### src/rtl/mem_alu_pkg.sv
// Shared types and default sizing for the memory-backed ALU block.
// The op and state encodings are fixed here so the RTL and the bench agree on them.
package mem_alu_pkg;

    localparam int unsigned DATA_W_DEF = 8;
    localparam int unsigned DEPTH_DEF  = 4;
    localparam int unsigned RD_LAT_DEF = 2;

    // Codes 6 and 7 are left unassigned and are decoded as illegal.
    typedef enum logic [2:0] {
        OpAdd = 3'd0,
        OpSub = 3'd1,
        OpMul = 3'd2,
        OpAnd = 3'd3,
        OpOr  = 3'd4,
        OpXor = 3'd5
    } op_e;

    typedef enum logic [1:0] {
        StIdle = 2'd0,
        StLoad = 2'd1,
        StExec = 2'd2,
        StDone = 2'd3
    } state_e;

endpackage

### src/rtl/mem_alu_param_if.sv
// Access and compute bus for mem_alu_param.
// The master side issues memory and compute requests; the slave side is the block itself.
interface mem_alu_param_if import mem_alu_pkg::*; #(
    parameter int unsigned DATA_W = DATA_W_DEF,
    parameter int unsigned DEPTH  = DEPTH_DEF
);
    localparam int unsigned ADDR_W = $clog2(DEPTH);

    logic                enable;
    logic                rd_wr;
    logic [ADDR_W-1:0]   addr;
    logic [DATA_W-1:0]   wr_data;
    logic [DATA_W-1:0]   rd_data;
    logic                rd_valid;
    logic                op_start;
    logic [2:0]          op_code;
    logic [ADDR_W-1:0]   src_a;
    logic [ADDR_W-1:0]   src_b;
    logic [2*DATA_W-1:0] res_out;
    logic                res_valid;
    logic                busy;
    logic                err;

    modport master (
        output enable, rd_wr, addr, wr_data, op_start, op_code, src_a, src_b,
        input  rd_data, rd_valid, res_out, res_valid, busy, err
    );

    modport slave (
        input  enable, rd_wr, addr, wr_data, op_start, op_code, src_a, src_b,
        output rd_data, rd_valid, res_out, res_valid, busy, err
    );

endinterface

### src/rtl/alu_unit.sv
// Purely combinational arithmetic core: two DATA_W operands in, a 2*DATA_W result out.
// Unassigned op codes return zero and raise the illegal flag.
module alu_unit import mem_alu_pkg::*; #(
    parameter int unsigned DATA_W = DATA_W_DEF
) (
    input  logic [DATA_W-1:0]   a,
    input  logic [DATA_W-1:0]   b,
    input  logic [2:0]          op,
    output logic [2*DATA_W-1:0] result,
    output logic                illegal
);

    logic [2*DATA_W-1:0] a_ext;
    logic [2*DATA_W-1:0] b_ext;
    logic [DATA_W-1:0]   diff;

    assign a_ext = {{DATA_W{1'b0}}, a};
    assign b_ext = {{DATA_W{1'b0}}, b};
    // Subtraction wraps at DATA_W and is then sign-extended.
    assign diff  = a - b;

    always_comb begin
        result  = '0;
        illegal = 1'b0;
        case (op)
            OpAdd:   result = a_ext + b_ext;
            OpSub:   result = {{DATA_W{diff[DATA_W-1]}}, diff};
            OpMul:   result = a_ext * b_ext;
            OpAnd:   result = a_ext & b_ext;
            OpOr:    result = a_ext | b_ext;
            OpXor:   result = a_ext ^ b_ext;
            default: illegal = 1'b1;
        endcase
    end

endmodule

### src/rtl/mem_alu_param.sv
// Small register-file memory with a pipelined read port and a four-state compute FSM
// that fetches two words, runs them through alu_unit and reports the result.
module mem_alu_param import mem_alu_pkg::*; #(
    parameter int unsigned DATA_W = DATA_W_DEF,
    parameter int unsigned DEPTH  = DEPTH_DEF,
    parameter int unsigned RD_LAT = RD_LAT_DEF
) (
    input  logic           clk,
    input  logic           rst,
    mem_alu_param_if.slave bus
);

    localparam int unsigned ADDR_W = $clog2(DEPTH);

    logic [DATA_W-1:0]   mem_q [DEPTH];

    state_e              state_q, state_d;
    logic [2:0]          op_q;
    logic [ADDR_W-1:0]   src_a_q, src_b_q;
    logic [DATA_W-1:0]   opa_q, opb_q;
    logic [2*DATA_W-1:0] res_q;
    logic [2*DATA_W-1:0] alu_res;
    logic                alu_illegal;
    logic                illegal_q;
    logic                wr_err_q;

    // Stage 0 captures at the request edge; stage RD_LAT is the visible output.
    logic [RD_LAT:0]     pipe_vld_q;
    logic [DATA_W-1:0]   pipe_data_q [RD_LAT+1];

    logic                busy;
    logic                wr_req;
    logic                wr_ok;
    logic                rd_req;
    logic                in_done;

    assign busy    = (state_q != StIdle);
    assign in_done = (state_q == StDone);
    assign wr_req  = bus.enable & ~bus.rd_wr;
    assign wr_ok   = wr_req & ~busy;
    assign rd_req  = bus.enable & bus.rd_wr;

    always_ff @(posedge clk) begin
        if (!rst) begin
            for (int i = 0; i < int'(DEPTH); i++) begin
                mem_q[i] <= '0;
            end
        end else if (wr_ok) begin
            mem_q[bus.addr] <= bus.wr_data;
        end
    end

    always_ff @(posedge clk) begin
        if (!rst) begin
            pipe_vld_q <= '0;
            for (int i = 0; i <= int'(RD_LAT); i++) begin
                pipe_data_q[i] <= '0;
            end
        end else begin
            pipe_vld_q <= {pipe_vld_q[RD_LAT-1:0], rd_req};
            if (rd_req) begin
                pipe_data_q[0] <= mem_q[bus.addr];
            end
            // Data only advances behind a valid, so the last stage holds between pulses.
            for (int i = 1; i <= int'(RD_LAT); i++) begin
                if (pipe_vld_q[i-1]) begin
                    pipe_data_q[i] <= pipe_data_q[i-1];
                end
            end
        end
    end

    always_ff @(posedge clk) begin
        if (!rst) begin
            state_q <= StIdle;
        end else begin
            state_q <= state_d;
        end
    end

    always_comb begin
        state_d = state_q;
        unique case (state_q)
            StIdle:  if (bus.op_start) state_d = StLoad;
            StLoad:  state_d = StExec;
            StExec:  state_d = StDone;
            StDone:  state_d = StIdle;
            default: state_d = StIdle;
        endcase
    end

    always_ff @(posedge clk) begin
        if (!rst) begin
            op_q      <= '0;
            src_a_q   <= '0;
            src_b_q   <= '0;
            opa_q     <= '0;
            opb_q     <= '0;
            res_q     <= '0;
            illegal_q <= 1'b0;
            wr_err_q  <= 1'b0;
        end else begin
            if (state_q == StIdle && bus.op_start) begin
                op_q    <= bus.op_code;
                src_a_q <= bus.src_a;
                src_b_q <= bus.src_b;
            end
            // Reads in LOAD see any write accepted at the op_start edge.
            if (state_q == StLoad) begin
                opa_q <= mem_q[src_a_q];
                opb_q <= mem_q[src_b_q];
            end
            if (state_q == StExec) begin
                res_q     <= alu_res;
                illegal_q <= alu_illegal;
            end
            wr_err_q <= wr_req & busy;
        end
    end

    alu_unit #(
        .DATA_W (DATA_W)
    ) u_alu (
        .a       (opa_q),
        .b       (opb_q),
        .op      (op_q),
        .result  (alu_res),
        .illegal (alu_illegal)
    );

    assign bus.rd_data   = pipe_data_q[RD_LAT];
    assign bus.rd_valid  = pipe_vld_q[RD_LAT];
    assign bus.res_out   = res_q;
    assign bus.res_valid = in_done;
    assign bus.busy      = busy;
    // OR-merge so a dropped write and an illegal op landing together give one pulse.
    assign bus.err       = wr_err_q | (in_done & illegal_q);

endmodule

### src/flat_wrapper.sv
// flat-port wrapper written by rule: the top's interface ports become plain ports
module mem_alu_param_flat import mem_alu_pkg::*;
#(
    parameter int unsigned DATA_W = DATA_W_DEF,
    parameter int unsigned DEPTH  = DEPTH_DEF,
    parameter int unsigned RD_LAT = RD_LAT_DEF
)
  (clk, rst, bus_enable, bus_rd_wr, bus_addr, bus_wr_data, bus_op_start, bus_op_code, bus_src_a, bus_src_b, bus_rd_data, bus_rd_valid, bus_res_out, bus_res_valid, bus_busy, bus_err);
  mem_alu_param_if #(.DATA_W(DATA_W), .DEPTH(DEPTH)) bus_i ();
  input  logic clk;
  input  logic rst;
  input wire logic [$bits(bus_i.enable)-1:0] bus_enable;
  input wire logic [$bits(bus_i.rd_wr)-1:0] bus_rd_wr;
  input wire logic [$bits(bus_i.addr)-1:0] bus_addr;
  input wire logic [$bits(bus_i.wr_data)-1:0] bus_wr_data;
  input wire logic [$bits(bus_i.op_start)-1:0] bus_op_start;
  input wire logic [$bits(bus_i.op_code)-1:0] bus_op_code;
  input wire logic [$bits(bus_i.src_a)-1:0] bus_src_a;
  input wire logic [$bits(bus_i.src_b)-1:0] bus_src_b;
  output wire logic [$bits(bus_i.rd_data)-1:0] bus_rd_data;
  output wire logic [$bits(bus_i.rd_valid)-1:0] bus_rd_valid;
  output wire logic [$bits(bus_i.res_out)-1:0] bus_res_out;
  output wire logic [$bits(bus_i.res_valid)-1:0] bus_res_valid;
  output wire logic [$bits(bus_i.busy)-1:0] bus_busy;
  output wire logic [$bits(bus_i.err)-1:0] bus_err;
  assign bus_i.enable = bus_enable;
  assign bus_i.rd_wr = bus_rd_wr;
  assign bus_i.addr = bus_addr;
  assign bus_i.wr_data = bus_wr_data;
  assign bus_i.op_start = bus_op_start;
  assign bus_i.op_code = bus_op_code;
  assign bus_i.src_a = bus_src_a;
  assign bus_i.src_b = bus_src_b;
  assign bus_rd_data = bus_i.rd_data;
  assign bus_rd_valid = bus_i.rd_valid;
  assign bus_res_out = bus_i.res_out;
  assign bus_res_valid = bus_i.res_valid;
  assign bus_busy = bus_i.busy;
  assign bus_err = bus_i.err;
  mem_alu_param #(.DATA_W(DATA_W), .DEPTH(DEPTH), .RD_LAT(RD_LAT)) u_core (.clk(clk), .rst(rst), .bus(bus_i));
endmodule
### config.mk
export PLATFORM = sky130hd
export DESIGN_NAME = mem_alu_param_flat
export DESIGN_NICKNAME = d
export VERILOG_FILES = /design/src/rtl/mem_alu_pkg.sv /design/src/rtl/mem_alu_param_if.sv /design/src/rtl/alu_unit.sv /design/src/rtl/mem_alu_param.sv /design/src/flat_wrapper.sv
export SDC_FILE = /design/constraint.sdc
export NUM_CORES = 1
export LEC_CHECK = 0
export CAP_MARGIN = 20
export CELL_PAD_IN_SITES_DETAIL_PLACEMENT = 1
export CELL_PAD_IN_SITES_GLOBAL_PLACEMENT = 2
export CORE_UTILIZATION = 46
export DETAILED_ROUTE_END_ITERATION = 10
export DONT_BUFFER_PORTS = 1
export GPL_ROUTABILITY_DRIVEN = 1
export GPL_TIMING_DRIVEN = 0
export PLACE_DENSITY_LB_ADDON = 0.1
export SETUP_SLACK_MARGIN = 0.2
export SLEW_MARGIN = 20
export SYNTH_ARGS = -nofsm -noshare
export SYNTH_HDL_FRONTEND = slang
export SYNTH_SLANG_ARGS = --single-unit
### constraint.sdc
create_clock -name clk -period 8.7 [get_ports clk]
set_clock_uncertainty 0.05 [all_clocks]
set_input_delay 1.305 -clock clk [delete_from_list [all_inputs] [get_ports clk]]
set_output_delay 1.305 -clock clk [all_outputs]
set_load 0.005 [all_outputs]
After elaboration in Yosys (flattened, before gate mapping)
Memory sizes are Yosys's and may differ from the RTL's. A register that Yosys moved wholly into a read port is not among the register bits.
Cells that the tools add are included.
- register bits: 30
- bits in writable memories: 56
- bits of input ports: 22
- output and inout port bits: 28
- word-level logic and storage cells: 67
- memories kept: 2
- add/sub/neg operators: 2
- multipliers: 1
- equality and inequality tests: 9
- muxes and demuxes: 23
- bitwise operators: 14
- reductions and logical operators: 8
- memory list (name ; depth ; bits a word ; rd ports ; clocked after Yosys merged registers in ; wr ports ; line ; source):
    u_core.mem_q ; 4 ; 8 ; 3 ; 2 ; 4 ; mem_alu_param.sv:15 ; logic [DATA_W-1:0] mem_q [DEPTH];
    u_core.pipe_data_q ; 3 ; 8 ; 3 ; 0 ; 3 ; mem_alu_param.sv:29 ; logic [DATA_W-1:0] pipe_data_q [RD_LAT+1];
- operators by type and width (operator ; count):
    16-bit case mux with 6 select lines ; 1
    8-bit 2-to-1 mux ; 4
    8-bit by 8-bit multiplier with 16-bit output ; 1
    1-bit 2-to-1 mux ; 15
    8-bit by 8-bit adder with 9-bit output ; 1
    8-bit bitwise AND ; 1
    8-bit bitwise OR ; 1
    2-bit case mux with 4 select lines ; 1
    8-bit OR reduction ; 1
    8-bit subtractor ; 1
    8-bit bitwise XOR ; 1
    3-bit by 2-bit equality test with 1-bit output (second input constant) ; 2
    3-bit equality test (second input constant) ; 2
    6-bit OR reduction ; 1
    1-bit bitwise AND ; 5
    2-bit equality test (second input constant) ; 2
    2-bit 2-to-1 mux ; 2
    1-bit bitwise OR ; 4
    3-bit by 1-bit equality test with 1-bit output (second input constant) ; 1
    3-bit zero test ; 1
    2-bit by 1-bit equality test with 1-bit output (second input constant) ; 1
    1-bit zero test ; 2
    2-bit zero test ; 1
    2-bit inequality test (second input constant) ; 1
    3 further kinds ; 4

Depth between registers and ports, before layout
- depth in word-level cells: 8
- mapped depth: 17
- depth with buffers taken out: 17

Cells and area by module
Synthesis repeated with hierarchy kept, for this count alone.
- cell total of the unflattened synthesis: 726
- area, all modules: 7621.1 um^2
- modules (own cells, without submodules) (module ; instances ; cells an instance ; area an instance (um^2) ; sequential area each (um^2)):
    mem_alu_param ; 1 ; 335 ; 4515.6 ; 2602.5
    alu_unit ; 1 ; 391 ; 3105.5 ; 0.0

Least setup slack after synthesis
Ideal clock, no wire load.
- kind: reg-to-reg
- start point: reg u_core.opa_q[1], read port of u_core.mem_q
- end point: reg u_core.res_q[10] (netlist: u_core.bus.res_out[10])
- library setup time: 122 ps
- data arrival time: 4257 ps
- required time: 8528 ps
- slack: 4271 ps
- stages on the path, launching flop included: 16
- buffers on the path: 0
- clock period less this slack: 4429 ps
- cells stage by stage: dfxtp_1 -> inv_1 -> nor2_1 -> fa_1 -> fa_1 -> fa_1 -> inv_1 -> fa_1 -> inv_1 -> ha_1 -> nand2_2 -> nor3_2 -> or4b_1 -> o21ai_2 -> xnor2_1 -> a221o_1
- cells in the longest elaborated chain, start to end: 2
- elaborated cells between the ends (all ways): 3
- those cells by class: 1 x add/sub; 1 x mul; 1 x mux
- RTL lines (what ; line ; source):
    start: declaration ; mem_alu_param.sv:20 ; logic [DATA_W-1:0] opa_q, opb_q;
    8-bit by 8-bit multiplier with 16-bit output / 8-bit subtractor (equally long branches) ; alu_unit.sv:28, alu_unit.sv:20 ;
    16-bit case mux with 6 select lines * ; alu_unit.sv:25 ; case (op)
    end signal: assignment ; mem_alu_param.sv:114 ; res_q <= alu_res;
    end: declaration ; mem_alu_param.sv:21 ; logic [2*DATA_W-1:0] res_q;
Mark *: on every way between the ends. The rest lies on a longest branch, timed or not.
A chain may end at the register's enable or synchronous reset.

Worst setup path in the final report
- start point: reg u_core.opa_q[1], read port of u_core.mem_q
- end point: reg u_core.res_q[14] (netlist: u_core.bus.res_out[14])
Same word-level chain as after synthesis.

==> summary.md <==
| Metric | Value |
|---|---|
| Yosys warnings | `0` |
| GRT Util Overall | `25.4%` |
| # Max-Cap Violations | `0` |
| Unrepaired setup endpoints after global routing | `no` |
| Layout Utilization | `51.1%` |
| # placed instances | `956` |
| Clock share of power | `25.9%` |
| CP Capture Type | `register` |
| Vias in the first global route | `5845` |
| NumNets Final | `875` |
| Final Hold Vio Count | `0` |
| WHS | `0.432 ns` |
| Flops & latches, synth | `102` |
| Final setup fails | `0` |
| Logic pwr share | `35.3%` |
| CP Launch Type | `register` |
| Final non-filler cell total | `973` |
| Slowest CP cell | `dfxtp_1` |
| Final worst path period share | `58.6%` |
| Worst-Skew Late Latency | `0.36 ns` |
| Die width | `131 um` |
| Root Buffer | `clkbuf_16` |
| Worst path required time | `8.90 ns` |
| Setup TNS | `0 ns` |
| P per Cell Area | `191 nW/um^2` |
| Hold Path Class | `reg2reg` |
| Slew headroom | `41.4%` |
| Register area | `2600 um^2` |
| Worst-margin pin slew | `0.871 ns` |
| CP bufs+invs | `3` |
| Drt drc | `0` |
| Fmax | `0.196 GHz` |
| Die Span Y | `131 um` |
| Post-Syn Instances | `740` |
| Sw Pwr | `597 uW` |
| Post-synth EDFFs | `56` |
| CP Cell Sequence | `inv_1, nor2_1, fa_1, fa_1, fa_1, inv_1, fa_1, inv_1, ha_1, a21oi_1, nand3b_1, o31ai_1, o31ai_1, a211o_1` |
| Cell variety after synth | `63` |
| Largest net degree at the start of global routing | `20` |
| Sequential share of the synthesized area | `34.2%` |
| Core area | `16000 um^2` |
| PortBufs | `0` |
| CTS Buf Count | `9` |
| Asr flop ratio synth | `0%` |
| Max-slew violations | `0` |
| Critical path class | `reg2reg` |
| Most frequent cells in the layout | `inv_1, ha_1, nor2_1, and2_1, edfxtp_1` |
| Number of H-tree levels | `3` |
| Wire per inst | `20.7 um` |
| Via density | `5.67` |
| Antenna-violating nets left | `0` |
| CTS tree | `yes` |
| Leakage Power | `0.00338 uW` |
| Share of cells above drive strength 1 | `9.26%` |
| Syn Area/Cell | `10.3 um^2` |
| Most used DFF post-synth | `edfxtp_1` |
| Boundary pin count | `50` |
| CP max stage delay | `0.57 ns` |
| Synth Cell Area | `7610 um^2` |
| Sink Count | `102` |
| Filler cells | `1816` |
| Via count | `5521` |
| Internal cell power | `968 uW` |
| Site row count | `46` |
| Cell family with most CP delay | `adder cells` |
| Yosys top cell area share | `22.1%` |
| Sw frac | `38.2%` |
| Initial antenna violation count | `1` |
| Clock transition at path regs | `0.08 ns` |
| Seq pwr share | `38.7%` |
| Final wirelength | `20200 um` |
| Commonest non-fill, non-tap cell in the layout | `inv_1` |
| Crit path time final | `5.10 ns` |
| Final worst slack | `3.60 ns` |
| Synthesized net count | `864` |
| Peak VDD IR | `0.113 mV` |
| Drt first pass iters | `4` |
| Crit Path Max Fanout | `7` |
| Area of the multi-input gates | `4520 um^2` |
| Status | `completed` |
| Biggest area consumer among synthesized cells | `edfxtp_1` |
| Post-CTS Setup Repair Bufs | `0` |
| GRT overflow | `0` |
| Top post-synthesis cells by area | `edfxtp_1, dfxtp_1, ha_1` |
| Gates resized, CTS repair | `0` |
| Layout Area Growth over Synthesis | `7.50%` |
| CTS Hold Bufs | `0` |
| Starting Density | `47.6%` |
| DP Wirelength | `16000 um` |
| 1st-iter DRT viols | `369` |
| First-pass GRT wire length | `32000 um` |
| CP most frequent cell | `fa_1` |
| Setup WS pre-CTS | `3.64 ns` |
| Clk buf depth | `2` |
| Die area | `17100 um^2` |
| Arr. time, crit path | `5.29 ns` |
| Placer Congestion | `0.843` |
cells by family (layout without fill, tap and decap cells):
| group | Yosys count | after routing | synth area share [%] |
|---|---|---|---|
| AND/OR/NAND/NOR | 241 | 241 | 16.4 |
| buffers and inverters | 121 | 137 | 6.53 |
| AO/OA/AOI/OAI | 113 | 113 | 10.7 |
| adder cells (fa/ha/maj) | 102 | 102 | 20.5 |
| flip-flops | 102 | 102 | 34.2 |
| multiplexers | 45 | 45 | 9.88 |
| XOR/XNOR | 16 | 16 | 1.84 |
| other | 0 | 1 | 0 |
cell usage after synthesis, drive strengths merged (3+ instances only):
master   n
buf     23
fa      38
a21oi   25
clkbuf  16
dfxtp   46
xnor2   10
nand2   41
a221o    8
a21boi   8
o211a    3
o211ai   5
a32oi    3
a211oi   5
nor3    13
a21o     4
xor2     6
nor2b   22
a22o     5
o221ai   4
o31ai    6
and2    60
nand3   21
mux4    24
inv     80
o21ai   22
mux2i   20
nor2    63
nand2b  10
ha      64
o21bai   3
edfxtp  56
area by class of cell:
| class | count | share of cell area [%] |
|---|---|---|
| flip-flops and latches | 102 | 31.8 |
| clock buffers | 9 | 2.75 |
| plain buffers | 39 | 2.31 |
| well taps | 216 | 3.30 |
| diodes | 1 | 0.0306 |
| clock inverters | 7 | 0.811 |
| inverters | 82 | 3.76 |
| multi-input cells | 517 | 55.2 |
layer usage:
metal  wire length [um]  global-route usage, %  up-vias
met5                  0                      0        -
met4                191                   6.63        0
met3                645                   3.34       11
met2              10100                   43.3       91
met1               9240                   34.1     2844
li1                   -                      -     2575
worst paths after layout:
kind	startpoint	to	slack [ns]	cells after the start
hold / removal	u_core.pipe_vld_q[0]	u_core.pipe_vld_q[1]	0.43	1
setup reg to reg	u_core.opa_q[1]	u_core.bus.res_out[14]	3.60	14
hold reg to reg	u_core.pipe_vld_q[0]	u_core.pipe_vld_q[1]	0.43	1
setup / recovery	u_core.opa_q[1]	u_core.bus.res_out[14]	3.60	14
stage by stage:
step           power [uW]  area [um^2]
3_5_place_dp         1170         7890
3_3_place_gp         1140         7880
4_1_cts              1570         8180
6_report             1570         8180
5_1_grt              1660         8180
2_1_floorplan        1000         7610
sequential cells by signal, summed over array words and instances, names as in the netlist:
name                flops
u_core.src_a_q          2
u_core.op_q             3
u_core.mem_q           32
u_core.opb_q            8
u_core.state_q          2
u_core.illegal_q        1
u_core.opa_q            8
u_core.bus.res_out     16
u_core.pipe_data_q     24
u_core.pipe_vld_q       3
u_core.src_b_q          2
u_core.wr_err_q         1
power by group through the flow:
stage / clock, uW / sequential [uW] / combinational (uW)
after floorplan: 0 / 599 / 404
after global placement: 0 / 613 / 529
after detailed placement: 0 / 617 / 549
after CTS: 412 / 607 / 553
after global routing: 431 / 613 / 615
final: 406 / 607 / 553
(Power assumes the default switching activity.)
